==> config.mk <==
export PLATFORM = sky130hd
export DESIGN_NAME = mold_msg_buf
export DESIGN_NICKNAME = d
export VERILOG_FILES = /design/src/rtl/mold_pkg.sv /design/src/rtl/cnt_ones_thermo.sv /design/src/rtl/mold_fifo.sv /design/src/rtl/mold_msg_buf.sv
export SDC_FILE = /design/constraint.sdc
export NUM_CORES = 1
export LEC_CHECK = 0
export CORE_ASPECT_RATIO = 1.25
export CORE_MARGIN = 4
export CORE_UTILIZATION = 53
export DETAILED_ROUTE_END_ITERATION = 8
export GPL_ROUTABILITY_DRIVEN = 0
export GPL_TIMING_DRIVEN = 0
export PLACE_DENSITY = 0.73
export SLEW_MARGIN = 25
export SYNTH_ARGS = -nofsm -noshare
export SYNTH_HDL_FRONTEND = slang
export SYNTH_SLANG_ARGS = --single-unit
==> constraint.sdc <==
create_clock -name clk -period 8.8 [get_ports clk]
set_input_delay 1.76 -clock clk [delete_from_list [all_inputs] [get_ports clk]]
set_output_delay 1.76 -clock clk [all_outputs]
set_load 0.03 [all_outputs]
==> src/rtl/mold_pkg.sv <==
`default_nettype none
// ============================================================================
//  Module  : mold_pkg
//  Purpose : Shared types and default widths for the Mold message buffer.
//            Holds the admission FSM state enum, the FIFO entry layout and
//            the default parameter values used by mold_msg_buf.
//  Ports   : none (package)
//  Rev     : 1.0  initial release
// ============================================================================
package mold_pkg;

   localparam int MOLD_AXI_DATA_W = 64;
   localparam int MOLD_AXI_KEEP_W = MOLD_AXI_DATA_W / 8;
   localparam int MOLD_ML_W       = 16;
   localparam int MOLD_DEPTH      = 8;

   typedef enum logic [1:0] {
      ST_IDLE = 2'd0,
      ST_PASS = 2'd1,
      ST_DROP = 2'd2
   } state_t;

   // Entry layout at the default widths. The FIFO stores the same field
   // order {start, last, len, mask, data} as a flat vector so that the
   // top-level parameters can override the widths.
   typedef struct packed {
      logic                       start;
      logic                       last;
      logic [MOLD_ML_W-1:0]       len;
      logic [MOLD_AXI_KEEP_W-1:0] mask;
      logic [MOLD_AXI_DATA_W-1:0] data;
   } entry_t;

endpackage : mold_pkg
`default_nettype wire

==> src/rtl/cnt_ones_thermo.sv <==
`default_nettype none
// ============================================================================
//  Module  : cnt_ones_thermo
//  Purpose : Number of set bits in a thermometer-coded mask (ones packed
//            from bit 0 upward). For such a code the count equals the index
//            of the highest set bit plus one.
//  Ports   : i_mask  - thermometer byte mask
//            o_cnt   - number of ones
//  Rev     : 1.0  initial release
// ============================================================================
module cnt_ones_thermo #(
   parameter int W = 8
) (
   input  logic [W-1:0]             i_mask,
   output logic [$clog2(W+1)-1:0]   o_cnt
);

   localparam int CW = $clog2(W + 1);

   always_comb begin
      o_cnt = '0;
      for (int i = 0; i < W; i++) begin
         if (i_mask[i]) o_cnt = CW'(i + 1);
      end
   end

endmodule : cnt_ones_thermo
`default_nettype wire

==> src/rtl/mold_fifo.sv <==
`default_nettype none
// ============================================================================
//  Module  : mold_fifo
//  Purpose : First-word fall-through FIFO of DEPTH entries (power of 2).
//            Storage is not reset; pointers wrap naturally.
//  Ports   : clk, nreset          - clock, async active-low reset
//            i_push, i_wdata      - write strobe and entry
//            i_pop                - consume head entry
//            o_rdata              - head entry (valid while !o_empty)
//            o_occ, o_full, o_empty - occupancy and status
//  Rev     : 1.0  initial release
// ============================================================================
module mold_fifo #(
   parameter int W     = 8,
   parameter int DEPTH = 8
) (
   input  logic                     clk,
   input  logic                     nreset,
   input  logic                     i_push,
   input  logic [W-1:0]             i_wdata,
   input  logic                     i_pop,
   output logic [W-1:0]             o_rdata,
   output logic [$clog2(DEPTH):0]   o_occ,
   output logic                     o_full,
   output logic                     o_empty
);

   localparam int AW = $clog2(DEPTH);

   logic [W-1:0]  r_mem [DEPTH];
   logic [AW-1:0] r_wptr;
   logic [AW-1:0] r_rptr;
   logic [AW:0]   r_occ;
   logic          w_push;
   logic          w_pop;

   assign o_full  = (r_occ == (AW+1)'(DEPTH));
   assign o_empty = (r_occ == '0);
   assign o_occ   = r_occ;
   assign o_rdata = r_mem[r_rptr];

   assign w_push = i_push & ~o_full;
   assign w_pop  = i_pop  & ~o_empty;

   always_ff @(posedge clk) begin
      if (w_push) r_mem[r_wptr] <= i_wdata;
   end

   always_ff @(posedge clk or negedge nreset) begin
      if (!nreset) begin
         r_wptr <= '0;
         r_rptr <= '0;
         r_occ  <= '0;
      end else begin
         if (w_push) r_wptr <= r_wptr + AW'(1);
         if (w_pop)  r_rptr <= r_rptr + AW'(1);
         case ({w_push, w_pop})
            2'b10:   r_occ <= r_occ + (AW+1)'(1);
            2'b01:   r_occ <= r_occ - (AW+1)'(1);
            default: r_occ <= r_occ;
         endcase
      end
   end

endmodule : mold_fifo
`default_nettype wire

==> src/rtl/mold_msg_buf.sv <==
`default_nettype none
// ============================================================================
//  Module  : mold_msg_buf
//  Purpose : Admission-controlled message buffer. A message is admitted
//            whole at its start beat only if the FIFO has room for all its
//            beats; otherwise it is dropped and counted.
//  Ports   : clk, nreset                         - clock, async active-low reset
//            mold_msg_v_i/start_i/len_i/mask_i/data_i - input beats (no ready)
//            out_ready_i                         - consumer ready
//            out_v_o/start_o/last_o/len_o/mask_o/data_o - FWFT output beat
//            drop_cnt_o                          - saturating drop counter
//            len_err_o, overflow_o               - single-cycle error pulses
//  Rev     : 1.0  initial release
// ============================================================================
module mold_msg_buf
   import mold_pkg::*;
#(
   parameter int AXI_DATA_W = MOLD_AXI_DATA_W,
   parameter int AXI_KEEP_W = MOLD_AXI_KEEP_W,
   parameter int ML_W       = MOLD_ML_W,
   parameter int DEPTH      = MOLD_DEPTH
) (
   input  logic                  clk,
   input  logic                  nreset,
   input  logic                  mold_msg_v_i,
   input  logic                  mold_msg_start_i,
   input  logic [ML_W-1:0]       mold_msg_len_i,
   input  logic [AXI_KEEP_W-1:0] mold_msg_mask_i,
   input  logic [AXI_DATA_W-1:0] mold_msg_data_i,
   input  logic                  out_ready_i,
   output logic                  out_v_o,
   output logic                  out_start_o,
   output logic                  out_last_o,
   output logic [ML_W-1:0]       out_len_o,
   output logic [AXI_KEEP_W-1:0] out_mask_o,
   output logic [AXI_DATA_W-1:0] out_data_o,
   output logic [15:0]           drop_cnt_o,
   output logic                  len_err_o,
   output logic                  overflow_o
);

   localparam int BPB     = AXI_DATA_W / 8;
   localparam int BPB_LG  = $clog2(BPB);
   localparam int AW      = $clog2(DEPTH);
   localparam int CNT_W   = $clog2(AXI_KEEP_W + 1);
   localparam int ENTRY_W = 2 + ML_W + AXI_KEEP_W + AXI_DATA_W;

   state_t            r_state, w_state_nxt;
   logic [ML_W-1:0]   r_rem, w_rem_nxt;
   logic [ML_W-1:0]   r_len, w_len_nxt;
   logic [15:0]       r_drop_cnt;
   logic              r_len_err, w_len_err;
   logic              r_ovf, w_ovf;
   logic              w_drop_inc;
   logic              w_push, w_push_start, w_push_last;

   logic [CNT_W-1:0]  w_pc;
   logic [ML_W-1:0]   w_pc_ml;
   logic [ML_W:0]     w_need;
   logic [AW:0]       w_free;
   logic              w_fits;

   logic [AW:0]       w_occ;
   logic              w_full, w_empty;
   logic [ENTRY_W-1:0] w_wdata, w_rdata;

   cnt_ones_thermo #(.W(AXI_KEEP_W)) u_popcnt (
      .i_mask (mold_msg_mask_i),
      .o_cnt  (w_pc)
   );

   assign w_pc_ml = ML_W'(w_pc);

   // Beats needed by the whole message, against free slots from the
   // registered occupancy (a same-cycle pop is deliberately not credited).
   assign w_need = ({1'b0, mold_msg_len_i} + (ML_W+1)'(BPB - 1)) >> BPB_LG;
   assign w_free = (AW+1)'(DEPTH) - w_occ;
   assign w_fits = (w_need <= (ML_W+1)'(w_free));

   always_comb begin
      w_state_nxt  = r_state;
      w_rem_nxt    = r_rem;
      w_len_nxt    = r_len;
      w_push       = 1'b0;
      w_push_start = 1'b0;
      w_push_last  = 1'b0;
      w_len_err    = 1'b0;
      w_ovf        = 1'b0;
      w_drop_inc   = 1'b0;
      if (mold_msg_v_i) begin
         if (mold_msg_start_i) begin
            // A start while a message is open truncates it (no last beat).
            if (r_state == ST_PASS) w_len_err = 1'b1;
            if (mold_msg_len_i == '0) begin
               w_len_err   = 1'b1;
               w_state_nxt = ST_IDLE;
            end else if (!w_fits) begin
               w_ovf       = 1'b1;
               w_drop_inc  = 1'b1;
               w_state_nxt = ST_DROP;
            end else begin
               w_push       = 1'b1;
               w_push_start = 1'b1;
               w_len_nxt    = mold_msg_len_i;
               if (w_pc_ml >= mold_msg_len_i) begin
                  w_rem_nxt   = '0;
                  w_push_last = 1'b1;
                  w_state_nxt = ST_IDLE;
               end else begin
                  w_rem_nxt   = mold_msg_len_i - w_pc_ml;
                  w_state_nxt = ST_PASS;
               end
            end
         end else begin
            case (r_state)
               ST_PASS: begin
                  w_push = ~w_full;
                  if (w_pc_ml > r_rem) begin
                     // Over-long beat: close the message here.
                     w_len_err   = 1'b1;
                     w_rem_nxt   = '0;
                     w_push_last = 1'b1;
                     w_state_nxt = ST_IDLE;
                  end else begin
                     w_rem_nxt = r_rem - w_pc_ml;
                     if (r_rem == w_pc_ml) begin
                        w_push_last = 1'b1;
                        w_state_nxt = ST_IDLE;
                     end
                  end
               end
               ST_DROP: ;
               default: w_len_err = 1'b1;
            endcase
         end
      end
   end

   always_ff @(posedge clk or negedge nreset) begin
      if (!nreset) begin
         r_state    <= ST_IDLE;
         r_rem      <= '0;
         r_len      <= '0;
         r_drop_cnt <= '0;
         r_len_err  <= 1'b0;
         r_ovf      <= 1'b0;
      end else begin
         r_state   <= w_state_nxt;
         r_rem     <= w_rem_nxt;
         r_len     <= w_len_nxt;
         r_len_err <= w_len_err;
         r_ovf     <= w_ovf;
         if (w_drop_inc && (r_drop_cnt != 16'hFFFF)) r_drop_cnt <= r_drop_cnt + 16'd1;
      end
   end

   assign w_wdata = {w_push_start, w_push_last, w_len_nxt, mold_msg_mask_i, mold_msg_data_i};

   mold_fifo #(.W(ENTRY_W), .DEPTH(DEPTH)) u_fifo (
      .clk     (clk),
      .nreset  (nreset),
      .i_push  (w_push),
      .i_wdata (w_wdata),
      .i_pop   (out_v_o & out_ready_i),
      .o_rdata (w_rdata),
      .o_occ   (w_occ),
      .o_full  (w_full),
      .o_empty (w_empty)
   );

   assign out_v_o = ~w_empty;
   assign {out_start_o, out_last_o, out_len_o, out_mask_o, out_data_o} = w_rdata;
   assign drop_cnt_o = r_drop_cnt;
   assign len_err_o  = r_len_err;
   assign overflow_o = r_ovf;

endmodule : mold_msg_buf
`default_nettype wire

# == Word level (Yosys, flattened, before mapping) ==
# Memory sizes are Yosys's and may differ from the RTL's.
# Index checks and enable logic that the tools add are counted.
# op_classes
n_eq_ne,9
magnitude_cmp,3
addsub,9
muxes,53
n_reduce_logical,8
n_bitwise,5
# ops
cell,count
16-bit two-way mux,10
16-bit by 4-bit subtractor with 16-bit output,2
1-bit two-way mux,28
16-bit by 3-bit adder with 17-bit output (second input constant),1
16-bit by 1-bit adder with 16-bit output (second input constant),1
16-bit by 4-bit == test with 1-bit output,1
4-bit by 16-bit greater-or-equal comparator with 1-bit output,1
4-bit by 16-bit greater-than comparator with 1-bit output,1
16-bit logical NOT,1
2-bit two-way mux,8
16-bit != test (second input constant),1
14-bit by 4-bit less-or-equal comparator with 1-bit output,1
3-bit two-way mux,4
4-bit one-hot mux with 2 select lines,1
3-bit by 1-bit adder with 3-bit output (second input constant),2
4-bit by 1-bit adder with 4-bit output (second input constant),1
2-bit by 1-bit == test with 1-bit output (second input constant),2
2-bit == test (second input constant),2
4-bit == test (second input constant),1
4-bit logical NOT,1
4-bit two-way mux,1
4-bit AND reduction,1
2-bit nonzero test,2
4-bit by 1-bit subtractor with 4-bit output (second input constant),1
other kinds (9),12
# totals
ramBits,720
output_inout_bits,109
memories,1
in_bits,93
reg_bits,62
# mem_list
memory,words,word_bits,read_ports,rd_clocked_by_memory_dff,wr,line,rtl
u_fifo.r_mem,8,90,1,0,1,mold_fifo.sv:30,logic [W-1:0] r_mem [DEPTH];

# == Depth between registers and ports, before layout ==
# Gate-level depths: netlist of run 1.
# logic_depth
depth_word,14
ltp_mapped,20

# == Cells and area by module ==
# Synthesis of run 1 repeated with hierarchy kept, for this count alone.
# unflattened
hier_cells,1460
area_unflattened_um2,31480.2
# by_module_without_submodules
mod,cells_per_inst,area_each_um2,seq_area_each_um2,instances
mold_fifo,1107,28021.9,21871.0,1
mold_msg_buf,341,3383.2,1301.2,1
cnt_ones_thermo,12,75.1,0.0,1

# == Worst setup path before layout of run 1 ==
# No wires, ideal clock.
# synth_timing
kind,input -> register
start,input mold_msg_len_i[2]
end,"memory u_fifo.r_mem[1][0] in the netlist's numbering, enable pin"
t_required_ns,8.151
stages,12
arrival_ns,10.147
slack_ns,-1.996
setup_time_ns,0.649
cell_sequence,or3_1 -> nand2_1 -> xnor2_1 -> ha_1 -> and3_1 -> a221o_1 -> a221oi_2 -> and4_1 -> buf_6 -> a31oi_4 -> nand3b_1 -> nor3_1
# synth_between
elab_chain_cells,9
word_cells_on_any_way,10
# synth_lines
element,line,rtl
"start, declared",mold_msg_buf.sv:27,"input logic [ML_W-1:0] mold_msg_len_i,"
16-bit by 3-bit adder with 17-bit output,mold_msg_buf.sv:76,"assign w_need = ({1'b0, mold_msg_len_i} + (ML_W+1)'(BPB - 1)) >> BPB_LG;"
14-bit by 4-bit less-or-equal comparator with 1-bit output,mold_msg_buf.sv:78,assign w_fits = (w_need <= (ML_W+1)'(w_free));
1-bit two-way mux,mold_msg_buf.sv:97,end else if (!w_fits) begin
1-bit two-way mux (*),mold_msg_buf.sv:94,if (mold_msg_len_i == '0) begin
1-bit two-way mux (*),mold_msg_buf.sv:91,if (mold_msg_start_i) begin
1-bit two-way mux (*),mold_msg_buf.sv:90,if (mold_msg_v_i) begin
1-bit bitwise AND (*),mold_fifo.sv:42,assign w_push = i_push & ~o_full;
1-bit two-way mux (*),mold_fifo.sv:46,if (w_push) r_mem[r_wptr] <= i_wdata;
1-bit two-way mux (not written as such) (*),mold_fifo.sv:46,
"end, declared",mold_fifo.sv:30,
# Every way passes the cells marked *; elsewhere a longest branch is shown, timed or not.

# == Worst setup path in the final report of run 1 ==
# layout_timing
start,register u_fifo.r_rptr[1]
end,output out_len_o[5]
# layout_between
elab_chain_cells,1
# layout_lines
element,line,rtl
"start, declared",mold_fifo.sv:32,logic [AW-1:0] r_rptr;
"start signal, assigned",mold_fifo.sv:56,if (w_pop) r_rptr <= r_rptr + AW'(1);
memory 8 x 90 bit,n/a,
"end, declared",mold_msg_buf.sv:34,"output logic [ML_W-1:0] out_len_o,"
# No other way between the ends.

==> results of run 1 <==
-- layer usage --
layer	vias up	routed length [um]	GRT usage	share of wire
met2	557	35100	0.371	0.53
met4	0	1310	0.0634	0.020
li1	6757	-	-	-
met1	8123	25900	0.283	0.39
met5	-	0	0	0
met3	83	4060	0.0358	0.061
-- cell families after synthesis --
family / count (synthesis) / share of synthesized area
flip-flops: 782 / 0.749
multiplexers: 281 / 0.168
AND/OR/NAND/NOR: 176 / 0.0293
buffers and inverters: 86 / 0.0119
AO/OA/AOI/OAI: 83 / 0.0196
XOR/XNOR: 46 / 0.0130
adder cells (fa/ha/maj): 21 / 0.00898
-- final timing paths --
path	depth (start not counted)	from	to	slack (ns)
setup / recovery	6	u_fifo.r_rptr[1]	out_len_o[5]	2.58
hold / removal	2	r_rem[3]	r_rem[3]	0.49
setup reg to reg	15	u_fifo.o_occ[0]	u_fifo.r_mem[5][16]	4.11
hold reg to reg	2	r_rem[3]	r_rem[3]	0.49
max in group asynchronous	2	nreset	r_rem[14]	7.23
min in group asynchronous	1	nreset	drop_cnt_o[5]	1.04
-- flip-flops by register name (all words and copies together), names as in the netlist --
name and cells:
u_fifo.r_wptr 3, u_fifo.r_mem 720, overflow_o 1, u_fifo.r_rptr 3
r_state 2, u_fifo.o_occ 4, len_err_o 1, drop_cnt_o 16
r_rem 16, r_len 16
-- power breakdown --
part	internal, mW	leakage (nW)	total, mW	switching [mW]
clock	1.90	1.23	3.25	1.34
combinational	1.87	3.84	4.03	2.16
sequential	4.26	7.34	4.36	0.103
-- cells in the final DEF (no fill, tap or decap), drive strengths merged, types with 6 or more instances in the layout --
master and count:
dfrtp 62, nand2 37, xor2 24, or3 6
bufinv 7, clkdlybuf4s50 195, or4 7, xnor2 22
and2 12, edfxtp 720, o22ai 11, buf 78
mux2 101, a21oi 16, mux4 180, o21ai 15
nand4 7, clkbuf 145, nor3 15, and3 6
nand3 14, clkinv 29, ha 19, nor2 46
inv 22
-- tightest hold or removal path, cell delays in order, from the launching register on --
cell,delay [ns]
sky130_fd_sc_hd__dfrtp_1,0.35
sky130_fd_sc_hd__nand2_1,0.05
sky130_fd_sc_hd__o21ai_0,0.06
-- layout make-up --
cell class	count	area (um^2)
Timing Repair Buffer	249	3060
Fill cell	3788	20000
Antenna cell	4	10.0
Tap cell	750	938
Clock buffer	101	2110
Clock inverter	42	398
Multi-Input combinational cell	607	7450
Buffer	68	309
Sequential cell	782	23200
Inverter	18	67.6
==> metrics.txt, run 1 <==
# TYPE chip_impl_metric gauge
chip_impl_metric{name="fin_hold_ws",unit="ns"} 0.494
chip_impl_metric{name="detailed_placer_s_ending_hpwl",unit="mm"} 43.1
chip_impl_metric{name="grt_first_pass_wirelength",unit="mm"} 100
chip_impl_metric{name="crit_required",unit="ns"} 7.04
chip_impl_metric{name="final.min_clock_period",unit="ns"} 6.22
chip_impl_info{name="timing_worst_setup_path_type",value="flip-flop to output pin"} 1
chip_impl_metric{name="timing.critical_path.fanout_max",unit=""} 10
chip_impl_metric{name="slew-limit-headroom",unit=""} 0.316
chip_impl_metric{name="postLayoutCoreUtil",unit=""} 0.652
chip_impl_metric{name="dieWidth",unit="um"} 224
chip_impl_metric{name="drive_gt1_frac",unit=""} 0.258
chip_impl_metric{name="finalMaxSlewViolations",unit=""} 0
chip_impl_metric{name="initialDrtViolationCount",unit=""} 1295
chip_impl_metric{name="initial_utilization",unit=""} 0.538
chip_impl_info{name="slowest_stage",value="sky130_fd_sc_hd__clkbuf_1"} 1
chip_impl_metric{name="grt_util_all_layers",unit=""} 0.214
chip_impl_metric{name="dr_total_vias",unit=""} 15500
chip_impl_metric{name="pre_cts_ws",unit="ns"} 2.06
chip_impl_metric{name="totalWireLength",unit="mm"} 66.4
chip_impl_metric{name="maxClockFrequency",unit="MHz"} 161
chip_impl_metric{name="tritoncts_num_sinks",unit=""} 782
chip_impl_metric{name="syn-instance-count",unit=""} 1475
chip_impl_metric{name="critPathArrivalTime",unit="ns"} 4.46
chip_impl_metric{name="drtAntennaViolNets",unit=""} 0
chip_impl_info{name="synthMostInstantiatedCell",value="sky130_fd_sc_hd__edfxtp_1"} 1
chip_impl_metric{name="ys_types",unit=""} 66
chip_impl_metric{name="core_area",unit="um^2"} 57500
chip_impl_metric{name="post-cts-setup-buffer-count",unit=""} 0
chip_impl_metric{name="finalWorstSetupSlack",unit="ns"} 2.58
chip_impl_metric{name="post_drt_via_cell_ratio",unit=""} 5.92
chip_impl_metric{name="final.setup_skew",unit="ns"} 0.0194
chip_impl_metric{name="worst_setup_hold_path_clk_slew",unit="ns"} 0.06
chip_impl_metric{name="die_h",unit="um"} 278
chip_impl_metric{name="worstSkewPairLatency",unit="ns"} 0.61
chip_impl_metric{name="boundaryPins",unit=""} 202
chip_impl_metric{name="p_total",unit="mW"} 11.6
chip_impl_info{name="critical_path.endpoint_type",value="output pin"} 1
chip_impl_info{name="worst_path_most_repeated_cell",value="sky130_fd_sc_hd__clkbuf_1"} 1
chip_impl_info{name="netlist_top_cells_count",value="sky130_fd_sc_hd__edfxtp_1 (720), sky130_fd_sc_hd__mux4_2 (180), sky130_fd_sc_hd__mux2_2 (99)"} 1
chip_impl_metric{name="power.ir.vdd_worst",unit="uV"} 259
chip_impl_metric{name="postPlaceCellArea",unit="um^2"} 35000
chip_impl_metric{name="synth.ff_latch_count",unit=""} 782
chip_impl_metric{name="timing_hold_violations_final",unit=""} 0
chip_impl_metric{name="tightestPinTransition",unit="ns"} 1.03
chip_impl_metric{name="p_leak",unit="nW"} 12.4
chip_impl_metric{name="max-clock-path-buffers",unit=""} 3
chip_impl_metric{name="synthesis.nets",unit=""} 1589
chip_impl_metric{name="final_design_area_no_fill",unit="um^2"} 37500
chip_impl_metric{name="numCtsBuffers",unit=""} 77
chip_impl_metric{name="placed_cells_incl_taps",unit=""} 2473
chip_impl_metric{name="dr.pass1.iters",unit=""} 5
chip_impl_info{name="cts_root_buffer",value="sky130_fd_sc_hd__clkbuf_16"} 1
chip_impl_metric{name="finalCritPeriodShare",unit=""} 0.706
chip_impl_metric{name="port_buffers",unit=""} 196
chip_impl_metric{name="dieArea",unit="um^2"} 62300
chip_impl_metric{name="via_count_of_the_first_global_routing_pass",unit=""} 16200
chip_impl_info{name="tritoncts",value="done"} 1
chip_impl_metric{name="synthArstFlopShare",unit=""} 0.0793
chip_impl_metric{name="cp.buffers_inverters",unit=""} 4
chip_impl_metric{name="synth.cell_area",unit="um^2"} 30900
chip_impl_metric{name="detail_route.wl_per_cell",unit="um"} 25.3
chip_impl_info{name="synth_top_area_cell",value="sky130_fd_sc_hd__edfxtp_1"} 1
chip_impl_metric{name="htree_num_levels",unit=""} 3
chip_impl_metric{name="grt_max_degree",unit=""} 46
chip_impl_metric{name="final_cells",unit=""} 2621
chip_impl_metric{name="drc",unit=""} 0
chip_impl_info{name="cells_traversed_along_the_worst_timing_path",value="clkbuf_1 -> clkbuf_1 -> buf_1 -> mux4_2 -> mux2_2 -> clkdlybuf4s50_1"} 1
chip_impl_info{name="setup_repair_after_global_routing_missed_its_margin",value="false"} 1
chip_impl_metric{name="grt_antenna_before_repair",unit=""} 3
chip_impl_metric{name="ys.warnings.count",unit=""} 0
chip_impl_info{name="synth_flop_cell",value="sky130_fd_sc_hd__edfxtp_1"} 1
chip_impl_metric{name="synth.yosys.seq_area_share",unit=""} 0.749
chip_impl_metric{name="power_density",unit="nW/um^2"} 310
chip_impl_metric{name="grt-ovfl-total",unit=""} 0
chip_impl_info{name="critPathTopFamily",value="buffers and inverters"} 1
chip_impl_metric{name="areaGrowthSynthToFinish",unit="%"} 21.3
chip_impl_metric{name="layout.nets",unit=""} 1917
chip_impl_metric{name="floorplan.rows",unit=""} 98
chip_impl_metric{name="report.final.setup_viol",unit=""} 0
chip_impl_metric{name="synth_enable_flop_cells",unit=""} 720
chip_impl_metric{name="fin_tns_setup",unit="ns"} 0
chip_impl_metric{name="drv.max_cap_violation_count",unit=""} 0
chip_impl_metric{name="synthDominantCellAreaShare",unit=""} 0.699
chip_impl_metric{name="cts_hold_buf",unit=""} 0
chip_impl_metric{name="slowest_delay",unit="ns"} 0.82
chip_impl_info{name="synth.area.top_cells",value="sky130_fd_sc_hd__edfxtp_1 (70%), sky130_fd_sc_hd__mux4_2 (13%), sky130_fd_sc_hd__dfrtp_1 (5.0%)"} 1
chip_impl_info{name="critical_path.startpoint_type",value="flip-flop"} 1
chip_impl_info{name="status",value="finished, final reports clean"} 1
chip_impl_metric{name="synth_area_per_cell",unit="um^2"} 21.0
chip_impl_info{name="timing.hold.worst.class",value="flip-flop to flip-flop"} 1
chip_impl_metric{name="ctsResizeCount",unit=""} 0
No activity file was read; power rests on OpenSTA's default activity.
==> run 2, diff against run 1 <==
--- a/config.mk
+++ b/config.mk
@@ -7,11 +7,11 @@
 export LEC_CHECK = 0
 export CORE_ASPECT_RATIO = 1.25
 export CORE_MARGIN = 4
-export CORE_UTILIZATION = 53
+export CORE_UTILIZATION = 59
 export DETAILED_ROUTE_END_ITERATION = 8
 export GPL_ROUTABILITY_DRIVEN = 0
 export GPL_TIMING_DRIVEN = 0
-export PLACE_DENSITY = 0.73
+export PLACE_DENSITY = 0.77
 export SLEW_MARGIN = 25
 export SYNTH_ARGS = -nofsm -noshare
 export SYNTH_HDL_FRONTEND = slang
==> constraint.sdc (replaced) <==
create_clock -name clk -period 6.2 [get_ports clk]
set_input_delay 1.24 -clock clk [delete_from_list [all_inputs] [get_ports clk]]
set_output_delay 1.24 -clock clk [all_outputs]
set_load 0.03 [all_outputs]
==> run 2 against run 1 <==
  * Non-clock buffer count down 1
  * First-iteration DRC count increased by 7.3%
  * Die area is 9.8% lower
  * Register-to-register slack lost 2.7 ns
  * Clock skew decreased by 0.0013 ns
  * Core utilization is 6.9 points higher
  * Critical endpoint is now u_fifo.r_mem[1][14]
  * Largest power group unchanged
==> metrics.txt, run 2 (synthesis gave the netlist of run 1 again) <==
# TYPE chip_impl_metric gauge
chip_impl_info{name="status",value="finished, final reports clean"} 1
chip_impl_metric{name="critPathArrivalTime",unit="ns"} 6.09
chip_impl_info{name="slowest_stage",value="sky130_fd_sc_hd__nor3_4"} 1
chip_impl_metric{name="finalWorstSetupSlack",unit="ns"} 0.426
chip_impl_metric{name="fin_tns_setup",unit="ns"} 0
chip_impl_metric{name="final.min_clock_period",unit="ns"} 5.77
chip_impl_metric{name="totalWireLength",unit="mm"} 68.1
chip_impl_metric{name="finalCritPeriodShare",unit=""} 0.931
chip_impl_metric{name="tightestPinTransition",unit="ns"} 0.968
chip_impl_metric{name="timing_hold_violations_final",unit=""} 0
chip_impl_metric{name="max-clock-path-buffers",unit=""} 3
chip_impl_metric{name="maxClockFrequency",unit="MHz"} 173
chip_impl_info{name="tritoncts",value="done"} 1
chip_impl_metric{name="final.setup_skew",unit="ns"} 0.0181
chip_impl_metric{name="drc",unit=""} 0
chip_impl_metric{name="drive_gt1_frac",unit=""} 0.259
chip_impl_metric{name="finalMaxSlewViolations",unit=""} 0
chip_impl_info{name="timing.hold.worst.class",value="flip-flop to flip-flop"} 1
chip_impl_info{name="registers.top_by_ff_count",value="u_fifo.r_mem"} 1
chip_impl_metric{name="report.final.setup_viol",unit=""} 0
chip_impl_metric{name="worstSkewPairLatency",unit="ns"} 0.61
chip_impl_metric{name="postLayoutCoreUtil",unit=""} 0.722
chip_impl_metric{name="slew-limit-headroom",unit=""} 0.355
chip_impl_metric{name="post_drt_via_cell_ratio",unit=""} 6.24
chip_impl_metric{name="grt_first_pass_wirelength",unit="mm"} 103
chip_impl_metric{name="dr.pass1.iters",unit=""} 5
chip_impl_metric{name="cts_hold_buf",unit=""} 0
chip_impl_info{name="commonest_non_fill_non_tap_cells_in_the_layout",value="sky130_fd_sc_hd__edfxtp_1 (720), sky130_fd_sc_hd__clkdlybuf4s50_1 (195), sky130_fd_sc_hd__mux4_2 (180)"} 1
chip_impl_metric{name="timing.critical_path.fanout_max",unit=""} 11
chip_impl_metric{name="tritoncts_num_sinks",unit=""} 782
chip_impl_metric{name="grt_antenna_before_repair",unit=""} 4
chip_impl_metric{name="grt-ovfl-total",unit=""} 0
chip_impl_metric{name="drtAntennaViolNets",unit=""} 0
chip_impl_metric{name="via_count_of_the_first_global_routing_pass",unit=""} 16700
chip_impl_metric{name="htree_num_levels",unit=""} 3
chip_impl_info{name="critical_path.endpoint_type",value="flip-flop"} 1
chip_impl_metric{name="grt_max_degree",unit=""} 46
chip_impl_metric{name="grt_util_all_layers",unit=""} 0.247
chip_impl_metric{name="dr_total_vias",unit=""} 15700
chip_impl_metric{name="boundaryPins",unit=""} 202
chip_impl_metric{name="p_total",unit="mW"} 16.3
chip_impl_info{name="timing_worst_setup_path_type",value="input pin to flip-flop"} 1
chip_impl_metric{name="layout.nets",unit=""} 1911
chip_impl_info{name="final_common_cell",value="sky130_fd_sc_hd__edfxtp_1"} 1
chip_impl_metric{name="p_leak",unit="nW"} 12.3
chip_impl_metric{name="core_area",unit="um^2"} 51700
chip_impl_metric{name="slowest_delay",unit="ns"} 0.79
chip_impl_metric{name="ctsResizeCount",unit=""} 0
chip_impl_metric{name="initial_utilization",unit=""} 0.599
chip_impl_info{name="cells_traversed_along_the_worst_timing_path",value="clkdlybuf4s50_1 -> o311a_4 -> nand2_2 -> xnor2_1 -> ha_1 -> and3_1 -> a221o_1 -> a221oi_2 -> and4_1 -> buf_6 -> a31oi_4 -> nand3b_1 -> nor3_4 -> buf_6 -> buf_6 -> buf_8"} 1
chip_impl_metric{name="dieWidth",unit="um"} 213
chip_impl_metric{name="post-cts-setup-buffer-count",unit=""} 0
chip_impl_metric{name="areaGrowthSynthToFinish",unit="%"} 20.6
chip_impl_info{name="setup_repair_after_global_routing_missed_its_margin",value="false"} 1
chip_impl_metric{name="power_density",unit="nW/um^2"} 437
chip_impl_metric{name="numCtsBuffers",unit=""} 72
chip_impl_info{name="critPathTopFamily",value="simple AND/OR/NAND/NOR gates"} 1
chip_impl_info{name="worst_path_most_repeated_cell",value="sky130_fd_sc_hd__buf_6"} 1
chip_impl_metric{name="drv.max_cap_violation_count",unit=""} 0
chip_impl_metric{name="cp.buffers_inverters",unit=""} 5
chip_impl_metric{name="dieArea",unit="um^2"} 56200
chip_impl_metric{name="pre_cts_ws",unit="ns"} -0.144
chip_impl_metric{name="port_buffers",unit=""} 196
chip_impl_metric{name="worst_setup_hold_path_clk_slew",unit="ns"} 0.06
chip_impl_metric{name="floorplan.rows",unit=""} 93
chip_impl_metric{name="detailed_placer_s_ending_hpwl",unit="mm"} 43.5
chip_impl_info{name="critical_path.startpoint_type",value="input pin"} 1
chip_impl_info{name="cts_root_buffer",value="sky130_fd_sc_hd__clkbuf_16"} 1
chip_impl_metric{name="power.ir.vdd_worst",unit="uV"} 266
chip_impl_metric{name="max_ffs_per_register",unit=""} 720
chip_impl_metric{name="crit_required",unit="ns"} 6.52
chip_impl_metric{name="detail_route.wl_per_cell",unit="um"} 27.0
chip_impl_metric{name="initialDrtViolationCount",unit=""} 1390
chip_impl_metric{name="die_h",unit="um"} 264
[run 2: power by group]
group	total (mW)	switching [mW]	internal [mW]	leakage, nW
registers	6.20	0.157	6.04	7.34
logic	5.74	3.09	2.65	3.87
clock network	4.36	1.87	2.49	1.13
total	16.3	5.11	11.2	12.3
[run 2: layout make-up]
cell class	instances	area [um^2]
timing repair buffer	248	3110
clock inverter	44	377
fill	3017	14400
buffer	68	314
sequential	782	23200
multi-input combinational	607	7460
antenna	4	10.0
inverter	18	67.6
clock buffer	88	1950
tap	665	832
[run 2: per-layer routing]
metal,vias to the layer above,wire [um],GRT usage
li1,6749,-,-
met1,8243,25500,0.326
met2,641,36100,0.422
met3,113,4480,0.0439
met4,2,1940,0.0841
met5,-,13,0
[run 2: stage by stage]
step	std cells	hold slack [ns]	cell area (um^2)
3_5_place_dp	2388	0.484	34900
3_3_place_gp	2336	0.469	33800
2_1_floorplan	1475	0.454	31000
4_1_cts	2520	0.490	37300
6_report	2524	0.496	37300
5_1_grt	2522	0.505	37300
[run 2: path summary, 6_finish.rpt]
check	cells after the start	start	to	slack [ns]
setup reg to reg	15	u_fifo.o_occ[0]	u_fifo.r_mem[1][14]	1.39
setup / recovery	16	mold_msg_len_i[3]	u_fifo.r_mem[1][14]	0.43
hold reg to reg	1	drop_cnt_o[5]	drop_cnt_o[5]	0.50
hold / removal	1	drop_cnt_o[5]	drop_cnt_o[5]	0.50
min in group asynchronous	1	nreset	r_len[9]	0.52
max in group asynchronous	2	nreset	r_rem[2]	5.12
==> run 3, diff against run 2 <==
--- a/config.mk
+++ b/config.mk
@@ -10,7 +10,6 @@
 export CORE_UTILIZATION = 59
 export DETAILED_ROUTE_END_ITERATION = 8
 export GPL_ROUTABILITY_DRIVEN = 0
-export GPL_TIMING_DRIVEN = 0
 export PLACE_DENSITY = 0.77
 export SLEW_MARGIN = 25
 export SYNTH_ARGS = -nofsm -noshare
==> run 3 against run 2 <==
  * Final cell count down 3.4%
  * Clock power up 7.3%
  * Routed wire length down 6.3%
  * Hold slack better by 0.0026 ns
  * Setup slack better by 0.62 ns
  * Count of clock-buffer cells in the layout down 2
  * Via count down 4.1%
  * Clock skew up 0.0021 ns
  * Total power up 1.0%
  * Sequential power up 3%
  * Critical path depth down 1
  * Combinational power down 5.9%
==> metrics.txt, run 3 (synthesis gave the netlist of run 1 again) <==
# TYPE chip_impl_metric gauge
chip_impl_metric{name="post_drt_via_cell_ratio",unit=""} 6.20
chip_impl_metric{name="drive_gt1_frac",unit=""} 0.254
chip_impl_metric{name="via_count_of_the_first_global_routing_pass",unit=""} 16000
chip_impl_metric{name="initial_utilization",unit=""} 0.599
chip_impl_metric{name="critPathArrivalTime",unit="ns"} 5.67
chip_impl_metric{name="boundaryPins",unit=""} 202
chip_impl_metric{name="tritoncts_num_sinks",unit=""} 782
chip_impl_metric{name="met1Wirelength",unit="mm"} 24.7
chip_impl_info{name="timing_worst_setup_path_type",value="input pin to flip-flop"} 1
chip_impl_metric{name="htree_num_levels",unit=""} 3
chip_impl_metric{name="drc",unit=""} 0
chip_impl_metric{name="finalWorstSetupSlack",unit="ns"} 1.05
chip_impl_metric{name="crit_required",unit="ns"} 6.72
chip_impl_info{name="hold_path.startpoint",value="drop_cnt_o[5]"} 1
chip_impl_metric{name="internal_power",unit="mW"} 11.4
chip_impl_metric{name="worst_setup_hold_path_clk_slew",unit="ns"} 0.06
chip_impl_info{name="tritoncts",value="done"} 1
chip_impl_info{name="cts_root_buffer",value="sky130_fd_sc_hd__clkbuf_16"} 1
chip_impl_metric{name="tightestPinTransition",unit="ns"} 1.06
chip_impl_info{name="routed.top_layer",value="met5"} 1
chip_impl_metric{name="power_density",unit="nW/um^2"} 451
chip_impl_metric{name="p_leak",unit="nW"} 12.0
chip_impl_metric{name="finalCritPeriodShare",unit=""} 0.831
chip_impl_metric{name="timing_hold_violations_final",unit=""} 0
chip_impl_metric{name="grt_util_all_layers",unit=""} 0.233
chip_impl_metric{name="detailed_placer_s_ending_hpwl",unit="mm"} 35.3
chip_impl_metric{name="sw_frac_of_total",unit=""} 0.305
chip_impl_metric{name="pre_cts_ws",unit="ns"} 0.445
chip_impl_metric{name="initialDrtViolationCount",unit=""} 1215
chip_impl_metric{name="slew-limit-headroom",unit=""} 0.293
chip_impl_metric{name="dr.pass1.iters",unit=""} 7
chip_impl_metric{name="areaGrowthSynthToFinish",unit="%"} 18.0
chip_impl_metric{name="route.met2.wl",unit="mm"} 33.6
chip_impl_metric{name="placed_cells_incl_taps",unit=""} 2303
chip_impl_metric{name="worstSkewPairLatency",unit="ns"} 0.61
chip_impl_metric{name="postLayoutCoreUtil",unit=""} 0.707
chip_impl_metric{name="numCtsBuffers",unit=""} 72
chip_impl_metric{name="grt_antenna_before_repair",unit=""} 4
chip_impl_metric{name="cts_hold_buf",unit=""} 0
chip_impl_metric{name="dieWidth",unit="um"} 213
chip_impl_info{name="final_common_cell",value="sky130_fd_sc_hd__edfxtp_1"} 1
chip_impl_metric{name="drtAntennaViolNets",unit=""} 0
chip_impl_metric{name="dieArea",unit="um^2"} 56200
chip_impl_info{name="status",value="finished, final reports clean"} 1
chip_impl_metric{name="core_area",unit="um^2"} 51700
chip_impl_metric{name="max_ffs_per_register",unit=""} 720
chip_impl_metric{name="netSwitchingPower",unit="mW"} 5.01
chip_impl_metric{name="totalWireLength",unit="mm"} 63.7
chip_impl_metric{name="maxClockFrequency",unit="MHz"} 194
chip_impl_info{name="timing.hold.worst.class",value="flip-flop to flip-flop"} 1
chip_impl_metric{name="post-cts-setup-buffer-count",unit=""} 0
chip_impl_metric{name="ff2ff_setup_slack",unit="ns"} 1.85
chip_impl_metric{name="layout.nets",unit=""} 1826
chip_impl_info{name="commonest_non_fill_non_tap_cells_in_the_layout",value="sky130_fd_sc_hd__edfxtp_1 (720), sky130_fd_sc_hd__clkdlybuf4s50_1 (200), sky130_fd_sc_hd__mux4_2 (180)"} 1
chip_impl_metric{name="report.final.setup_viol",unit=""} 0
chip_impl_metric{name="port_buffers",unit=""} 201
chip_impl_metric{name="drv.max_cap_violation_count",unit=""} 0
chip_impl_metric{name="finalMaxSlewViolations",unit=""} 0
chip_impl_metric{name="share_clk_of_total_power",unit=""} 0.284
chip_impl_metric{name="final.min_clock_period",unit="ns"} 5.15
chip_impl_metric{name="dr_total_vias",unit=""} 15100
chip_impl_metric{name="final_cells",unit=""} 2437
chip_impl_metric{name="wl_met3",unit="mm"} 3.88
chip_impl_metric{name="reg2reg_depth",unit=""} 14
chip_impl_metric{name="final.setup_skew",unit="ns"} 0.0203
chip_impl_metric{name="timing.critical_path.fanout_max",unit=""} 9
chip_impl_info{name="setup_repair_after_global_routing_missed_its_margin",value="false"} 1
chip_impl_metric{name="share_comb_of_total_power",unit=""} 0.328
chip_impl_metric{name="power.ir.vdd_worst",unit="uV"} 523
chip_impl_metric{name="ctsResizeCount",unit=""} 0
chip_impl_metric{name="max-clock-path-buffers",unit=""} 3
chip_impl_metric{name="detail_route.wl_per_cell",unit="um"} 26.2
chip_impl_metric{name="sequentialPowerShare",unit=""} 0.388
chip_impl_info{name="hold-path-endpoint",value="drop_cnt_o[5]"} 1
chip_impl_info{name="crit-reg2reg-launch",value="u_fifo.o_occ[0]"} 1
chip_impl_info{name="worst_r2r_endpoint",value="u_fifo.o_occ[3]"} 1
chip_impl_metric{name="grt_max_degree",unit=""} 122
chip_impl_metric{name="fin_hold_ws",unit="ns"} 0.499
chip_impl_metric{name="floorplan.rows",unit=""} 93
chip_impl_info{name="registers.top_by_ff_count",value="u_fifo.r_mem"} 1
chip_impl_info{name="critical_path.endpoint_type",value="flip-flop"} 1
chip_impl_metric{name="grt-ovfl-total",unit=""} 0
chip_impl_metric{name="final.fill_count",unit=""} 3020
chip_impl_metric{name="worst_hold_path_depth",unit=""} 1
chip_impl_info{name="critical_path.startpoint_type",value="input pin"} 1
chip_impl_metric{name="grt_first_pass_wirelength",unit="mm"} 98.5
chip_impl_metric{name="die_h",unit="um"} 264
-- run 3: changes by cell type in the layout (fill, tap and decap cells not counted), sizes merged --
cell	previous run	this run
diode	4	3
clkinv	29	27
buf	79	31
bufinv	6	13
clkbuf	130	86
clkinvlp	6	3
clkdlybuf4s50	195	200
inv	21	20
-- run 3: power by group through the flow --
stage,combinational [mW],clock (mW),sequential [mW]
2_1_floorplan,3.68,0,6.31
6_report,5.40,4.68,6.38
3_3_place_gp,5.39,0,6.47
3_5_place_dp,5.43,0,6.49
5_1_grt,5.71,5.00,6.42
4_1_cts,5.49,4.76,6.39
-- run 3: critical path: stages --
cell and delay (ns):
sky130_fd_sc_hd__clkdlybuf4s50_1 0.69, sky130_fd_sc_hd__o311a_4 0.30, sky130_fd_sc_hd__nand2_2 0.06, sky130_fd_sc_hd__xnor2_1 0.14, sky130_fd_sc_hd__ha_1 0.31, sky130_fd_sc_hd__and3_1 0.18, sky130_fd_sc_hd__a221o_1 0.33, sky130_fd_sc_hd__a221oi_2 0.30
sky130_fd_sc_hd__and4_1 0.44, sky130_fd_sc_hd__a31oi_4 0.18, sky130_fd_sc_hd__a21o_4 0.24, sky130_fd_sc_hd__ha_1 0.25, sky130_fd_sc_hd__or4_1 0.50, sky130_fd_sc_hd__a211oi_1 0.33, sky130_fd_sc_hd__xor2_1 0.18
-- run 3: through the flow --
| step | power, mW | cell area, um^2 | setup TNS, ns |
|---|---|---|---|
| 3_3_place_gp | 11.9 | 34000 | 0 |
| 6_report | 16.5 | 36500 | 0 |
| 5_1_grt | 17.1 | 36500 | 0 |
| 2_1_floorplan | 9.99 | 31000 | -122.53 |
| 3_5_place_dp | 11.9 | 34000 | 0 |
| 4_1_cts | 16.6 | 36500 | 0 |
-- run 3: final cells by class --
cell class,count,area [um^2],share of cell area
diodes,3,7.51,0.000206
clock buffers,86,1960,0.0537
clock inverters,45,576,0.0158
inverters,18,67.6,0.00185
multi-input cells,607,7460,0.204
flip-flops and latches,782,23200,0.635
well taps,665,832,0.0228
repair buffers,231,2420,0.0663
-- run 3: routing by layer --
layer  GRT usage  up-vias
li1            -     6532
met1       0.309     7963
met2       0.396      505
met3      0.0418      100
met4      0.0749        2
met5           0        -
-- run 3: worst max path at each step --
stage,start,to,slack (ns)
after floorplan,mold_msg_len_i[2],u_fifo.r_mem[3][0],-0.22
after global placement,mold_msg_len_i[4],u_fifo.r_mem[1][23],0.54
after detailed placement,mold_msg_len_i[4],u_fifo.r_mem[1][24],0.44
after CTS,mold_msg_len_i[4],u_fifo.o_occ[3],1.08
after global routing,mold_msg_len_i[4],u_fifo.o_occ[3],0.83
final,mold_msg_len_i[4],u_fifo.o_occ[3],1.05
